[src/rtl/ms_timer.sv]
// Millisecond countdown timer: arms on a rising edge of start and counts
// time_ms milliseconds of TICKS_PER_MS clocks. It then raises a sticky done flag and a one-cycle irq.
module ms_timer #(
  parameter int unsigned TICKS_PER_MS = 27000
) (
  input  logic        clk,
  input  logic        rst,
  input  logic [15:0] time_ms,
  input  logic        start,
  input  logic        irq_enable,
  output logic        done,
  output logic        irq,
  output logic        busy,
  output logic [15:0] remaining_ms
);

  localparam int unsigned PW = (TICKS_PER_MS > 1) ? $clog2(TICKS_PER_MS) : 1;
  localparam logic [PW-1:0] PRESC_TERM = PW'(TICKS_PER_MS - 1);

  localparam logic [1:0] S_IDLE    = 2'd0;
  localparam logic [1:0] S_RUNNING = 2'd1;
  localparam logic [1:0] S_DONE    = 2'd2;

  logic [1:0]    state;
  logic [1:0]    state_n;
  logic [PW-1:0] presc;
  logic [PW-1:0] presc_n;
  logic [15:0]   remaining_n;
  logic          start_d;
  logic          start_edge;
  logic          ms_tick;
  logic          irq_n;
  logic          done_n;
  logic          busy_n;

  assign start_edge = start & ~start_d;
  assign ms_tick    = (presc == PRESC_TERM);

  // Next-state logic; a start edge outranks expiry in every state.
  always_comb begin
    state_n     = state;
    presc_n     = presc;
    remaining_n = remaining_ms;
    irq_n       = 1'b0;

    if (start_edge) begin
      remaining_n = time_ms;
      presc_n     = '0;
      if (time_ms == 16'd0) begin
        state_n = S_DONE;
        irq_n   = irq_enable;
      end else begin
        state_n = S_RUNNING;
      end
    end else begin
      case (state)
        S_RUNNING: begin
          if (ms_tick) begin
            presc_n = '0;
            if (remaining_ms <= 16'd1) begin
              remaining_n = 16'd0;
              state_n     = S_DONE;
              irq_n       = irq_enable;
            end else begin
              remaining_n = remaining_ms - 16'd1;
            end
          end else begin
            presc_n = presc + PW'(1);
          end
        end
        S_DONE: begin
          state_n = S_DONE;
        end
        S_IDLE: begin
          state_n = S_IDLE;
        end
        default: begin
          state_n     = S_IDLE;
          remaining_n = 16'd0;
          presc_n     = '0;
        end
      endcase
    end

    done_n = (state_n == S_DONE);
    busy_n = (state_n == S_RUNNING);
  end

  // State, counters and registered outputs.
  always_ff @(posedge clk) begin
    if (rst) begin
      state        <= S_IDLE;
      presc        <= '0;
      remaining_ms <= 16'd0;
      start_d      <= 1'b0;
      done         <= 1'b0;
      busy         <= 1'b0;
      irq          <= 1'b0;
    end else begin
      state        <= state_n;
      presc        <= presc_n;
      remaining_ms <= remaining_n;
      start_d      <= start;
      done         <= done_n;
      busy         <= busy_n;
      irq          <= irq_n;
    end
  end

endmodule

[config.mk]
export PLATFORM = sky130hd
export DESIGN_NAME = ms_timer
export DESIGN_NICKNAME = d
export VERILOG_FILES = /design/src/rtl/ms_timer.sv
export SDC_FILE = /design/constraint.sdc
export NUM_CORES = 1
export LEC_CHECK = 0
export BUFFER_PORTS_ARGS = -buffer_cell sky130_fd_sc_hd__buf_2
export CORE_ASPECT_RATIO = 0.6
export CORE_UTILIZATION = 47
export CTS_CLUSTER_SIZE = 12
export DETAILED_ROUTE_END_ITERATION = 8
export PLACE_DENSITY = 0.69
export SYNTH_ARGS = -nofsm -noshare
export SYNTH_HDL_FRONTEND = slang
export SYNTH_SLANG_ARGS = --single-unit
export TNS_END_PERCENT = 10
[constraint.sdc]
create_clock -name clk -period 2.39 [get_ports clk]
set_input_delay 0.478 -clock clk [delete_from_list [all_inputs] [get_ports clk]]
set_output_delay 0.478 -clock clk [all_outputs]
set_load 0.05 [all_outputs]
==> summary by stage <==
Logic synthesis
Counting flops with a built-in enable in the synthesized netlist gives 0. Synthesis inferred 37 register bits. The mapped netlist covers 2088 µm².

The Yosys step of the flow raised 0 warnings. Synthesis handed over a netlist of between 200 and 300 instances. The largest total area in the synthesized netlist belongs to sky130_fd_sc_hd__dfxtp_1. The post-synthesis net count is around 280.

By area the synthesized netlist is led by sky130_fd_sc_hd__dfxtp_1 (35%), sky130_fd_sc_hd__nor2_1 (5.2%), sky130_fd_sc_hd__a21oi_1 (4.6%). The proportion of netlist area held by the largest area contributor is between 30% and 40%. For this run, the register share of the synthesized area comes to 35.47%. The mean instance size in the synthesized netlist is roughly 8.4 µm².

In the synthesized netlist the async set-or-reset flop fraction comes to 0%. The synthesized netlist contains 55 unique library cells. The most used flip-flop cell after synthesis is sky130_fd_sc_hd__dfxtp_1.

Clock network
The source-to-sink clock delay at the later pin of the worst-skew pair is ~0.3 ns. The maximum buffer depth of the clock tree is 2. The number of buffers created by CTS is 5. The maximum level of the CTS H-tree is 2. The CTS root buffer is sky130_fd_sc_hd__clkbuf_8. The tree built by TritonCTS fans out to 37 sinks. The TritonCTS clock tree is done. After clock tree synthesis, the clock-pin slew on the worst setup and hold paths is ~0.07 ns. Once the clock tree was built, the setup fixing pass inserted 0 buffers.

Placement
The total placed cells including tap cells is 350. The post-detailed-placement half-perimeter wirelength is about 4200 µm. The post-placement cell area is ~2400 µm². The count of port buffers added during placement is 38. The setup slack at placement is between 0.1 and 0.15 ns. The final weighted congestion of routability-driven global placement is 0.8459.

Cells and area
The library cell used most frequently in the layout, excluding fill and tap cells, is sky130_fd_sc_hd__buf_2. The post-route netlist has around a quarter of its cells at a drive strength greater than 1. Across the whole layout, storage elements account for ~740 µm². For this run, the share of the core covered by cells in the final layout is approximately 60%. The number of nets in the layout is ~320. After routing the design area is 2510 µm². The layout overhead on the synthesized area is 20.19%. The count of cells in the finished layout, fillers not included, comes to about 360. The number of inserted diodes is 0. The layout has roughly 400 filler cells.

In the final layout, the multi-input gates occupy 1271 µm². The top cell types in the final layout, fill and taps aside, are sky130_fd_sc_hd__buf_2 (38), sky130_fd_sc_hd__dfxtp_1 (37), sky130_fd_sc_hd__nor2_1 (29).

Timing
Based on the critical path, the design can be clocked at up to roughly 440 MHz. On the final layout, the worst hold slack is 0.4219 ns. Of the available clock period, the critical path in the final layout requires ~96%. The number of hold violations in the final report came to 0. The worst path meets setup with about 0.095 ns of slack.

The total negative slack is 0 ns. Setup violations remaining at the end of the flow were counted as 0. The largest clock skew in the final design is approximately 0.016 ns.

For the pin with the worst max-slew slack, the measured transition is 0.6496 ns. Measured against its own limit, the worst slew margin works out to 56.37%. The smallest clock period supported by the final layout is computed as 2.295 ns.

The final max-slew violation count is 0.

Power and ir drop
Power spread over the standard cell area amounts to 596.6 nW/µm². The cell leakage power is between 0.9 and 1 nW. The largest vdd supply drop is about 0.28 mV. The overall power is 1.497 mW.

Setup path
The signal arrival time at the worst endpoint is between 2 and 3 ns. The launching element type of the critical path is a flop. The worst register-to-register path ends at irq$_SDFF_PP0_. The register-to-register setup slack is between 0.09 and 0.1 ns.

The start point of the critical path is remaining_ms[4]$_SDFFE_PP0P_. In this run the worst path has a maximum fanout of 6. By startpoint and endpoint, the worst setup path is classified as flop to flop. The startpoint of the most critical register-to-register path is remaining_ms[4]$_SDFFE_PP0P_. The critical path capture point type is a flop. Measured in cells, the most critical reg-to-reg path has a length of 6. The endpoint required time on the critical path is 2.62 ns.

Routing
The average detailed-routed wire length per instance is 16.30 µm. In the routed design, unresolved DRC markers number 0. The routed metal-1 wirelength is between 2000 and 3000 µm. The highest routed metal layer is met4.

The number of nets still failing antenna checks after routing is 0. The routed layout has 2,105 vias. The met2 wire length is roughly 2300 µm. The first routing iteration left between 150 and 200 violations.

The routed design has a little under 6000 µm of wire. The detailed route wirelength on metal3 is roughly 500 µm. The first detailed-routing pass ran for 5 iterations. The number of vias per cell after detailed routing is around 6.

Floorplan
The floorplan step set the die height to between 50 and 60 µm. The core footprint is between 4000 and 5000 µm². The starting density of the core is 49.85%.

The die is between 80 and 90 µm wide. The initialized floorplan defines 18 standard-cell rows. The number of top-level design ports is 39. The die footprint is 4722 µm².

Worst hold path
The worst hold path was traced through 2 stages. The startpoint identified for the worst hold timing path is irq_enable. The hold-critical path endpoint is irq$_SDFF_PP0_. The type of the worst min-delay path is primary input to flop.

GRT
The via count of the first global-routing pass was 1,847. The global-route wire length before repair is 9190 µm. The sum of overflow across all layers after global routing is 0. The number of antenna violations at the first check in global routing is 0. The maximum number of pins on one net before global-route repair is 29. Global routing consumed, over all layers together, between 20% and 30% of the routing resources.

Outcome
The run finished with clean final reports.

Job
The count of max-cap constraint violations is 0.
==> worst max-delay path: stages (launching register included) <==
cell	delay, ns
sky130_fd_sc_hd__dfxtp_1	0.32
sky130_fd_sc_hd__or4_1	0.61
sky130_fd_sc_hd__nor4_4	0.49
sky130_fd_sc_hd__buf_4	0.22
sky130_fd_sc_hd__nand4_2	0.13
sky130_fd_sc_hd__o21ai_0	0.28
sky130_fd_sc_hd__and3_1	0.19
==> layout make-up <==
cell class                 count  share of cell area, %
tap                           60                  2.991
timing repair buffer          53                  12.06
sequential                    37                  29.51
clock buffer                   7                  3.440
multi-input combinational    191                  50.65
inverter                       9                  1.346
==> layer usage <==
| layer | vias to the layer above | track usage (%) |
|---|---|---|
| met5 | - | 0 |
| met4 | 0 | 10.22 |
| met3 | 7 | 5.982 |
| met2 | 112 | 34.37 |
| met1 | 976 | 41.29 |
| li1 | 1010 | - |
==> where the power goes <==
group / switching [mW] / total, mW / internal [mW] / leakage, nW
combinational: 0.249 / 0.380 / 0.132 / 0.636
sequential: 0.0241 / 0.664 / 0.640 / 0.302
clock: 0.224 / 0.453 / 0.229 / 0.0443
total: 0.497 / 1.50 / 1.00 / 0.982
==> cell usage after synthesis, types with 2 or more instances <==
cell type,number
sky130_fd_sc_hd__o21ai_0,10
sky130_fd_sc_hd__a22oi_1,7
sky130_fd_sc_hd__nor2_1,29
sky130_fd_sc_hd__o21a_1,3
sky130_fd_sc_hd__and3_1,4
sky130_fd_sc_hd__inv_1,9
sky130_fd_sc_hd__nand2_1,14
sky130_fd_sc_hd__or3b_2,2
sky130_fd_sc_hd__or4_1,3
sky130_fd_sc_hd__a21oi_1,19
sky130_fd_sc_hd__xor2_1,10
sky130_fd_sc_hd__buf_2,2
sky130_fd_sc_hd__nor4_1,8
sky130_fd_sc_hd__a22oi_2,2
sky130_fd_sc_hd__nor3_1,4
sky130_fd_sc_hd__or3_1,3
sky130_fd_sc_hd__o311ai_0,2
sky130_fd_sc_hd__a221oi_1,2
sky130_fd_sc_hd__o22ai_1,4
sky130_fd_sc_hd__xnor2_1,5
sky130_fd_sc_hd__ha_1,6
sky130_fd_sc_hd__or4_2,2
sky130_fd_sc_hd__nor4b_1,2
sky130_fd_sc_hd__nand3_1,7
sky130_fd_sc_hd__or2_2,4
sky130_fd_sc_hd__nand2b_1,5
sky130_fd_sc_hd__clkbuf_1,10
sky130_fd_sc_hd__a31oi_1,2
sky130_fd_sc_hd__a2111oi_0,3
sky130_fd_sc_hd__nor2b_1,3
sky130_fd_sc_hd__nand4_1,4
sky130_fd_sc_hd__dfxtp_1,37
==> cells by family (layout without fill, tap and decap cells) <==
family	Yosys count	in the layout	share of synthesized area (%)
buffers and inverters	22	69	4.434
DFF	37	37	35.47
and+or+nand+nor	106	106	29.30
muxes	1	1	0.4793
AOI/OAI and AO/OA	63	63	20.43
adders and majority gates	6	6	3.595
xor gates and xnor gates	15	15	6.291
==> what timing repair did <==
action,in CTS,in global routing
hold buffers,0,0
setup endpoints to repair,0,17
gates resized for setup,0,2
==> flip-flops by register name (all words and copies together) (netlist names) <==
name          cells
remaining_ms     16
done              1
presc            15
start_d           1
state             2
irq               1
busy              1
==> how the worst max path moves through the flow <==
stage and endpoint:
2_1_floorplan remaining_ms[9]$_SDFFE_PP0P_, 3_3_place_gp remaining_ms[9]$_SDFFE_PP0P_, 3_5_place_dp remaining_ms[9]$_SDFFE_PP0P_, 4_1_cts remaining_ms[9]$_SDFFE_PP0P_, 5_1_grt busy$_SDFF_PP0_, 6_report irq$_SDFF_PP0_
(Power assumes the default switching activity.)
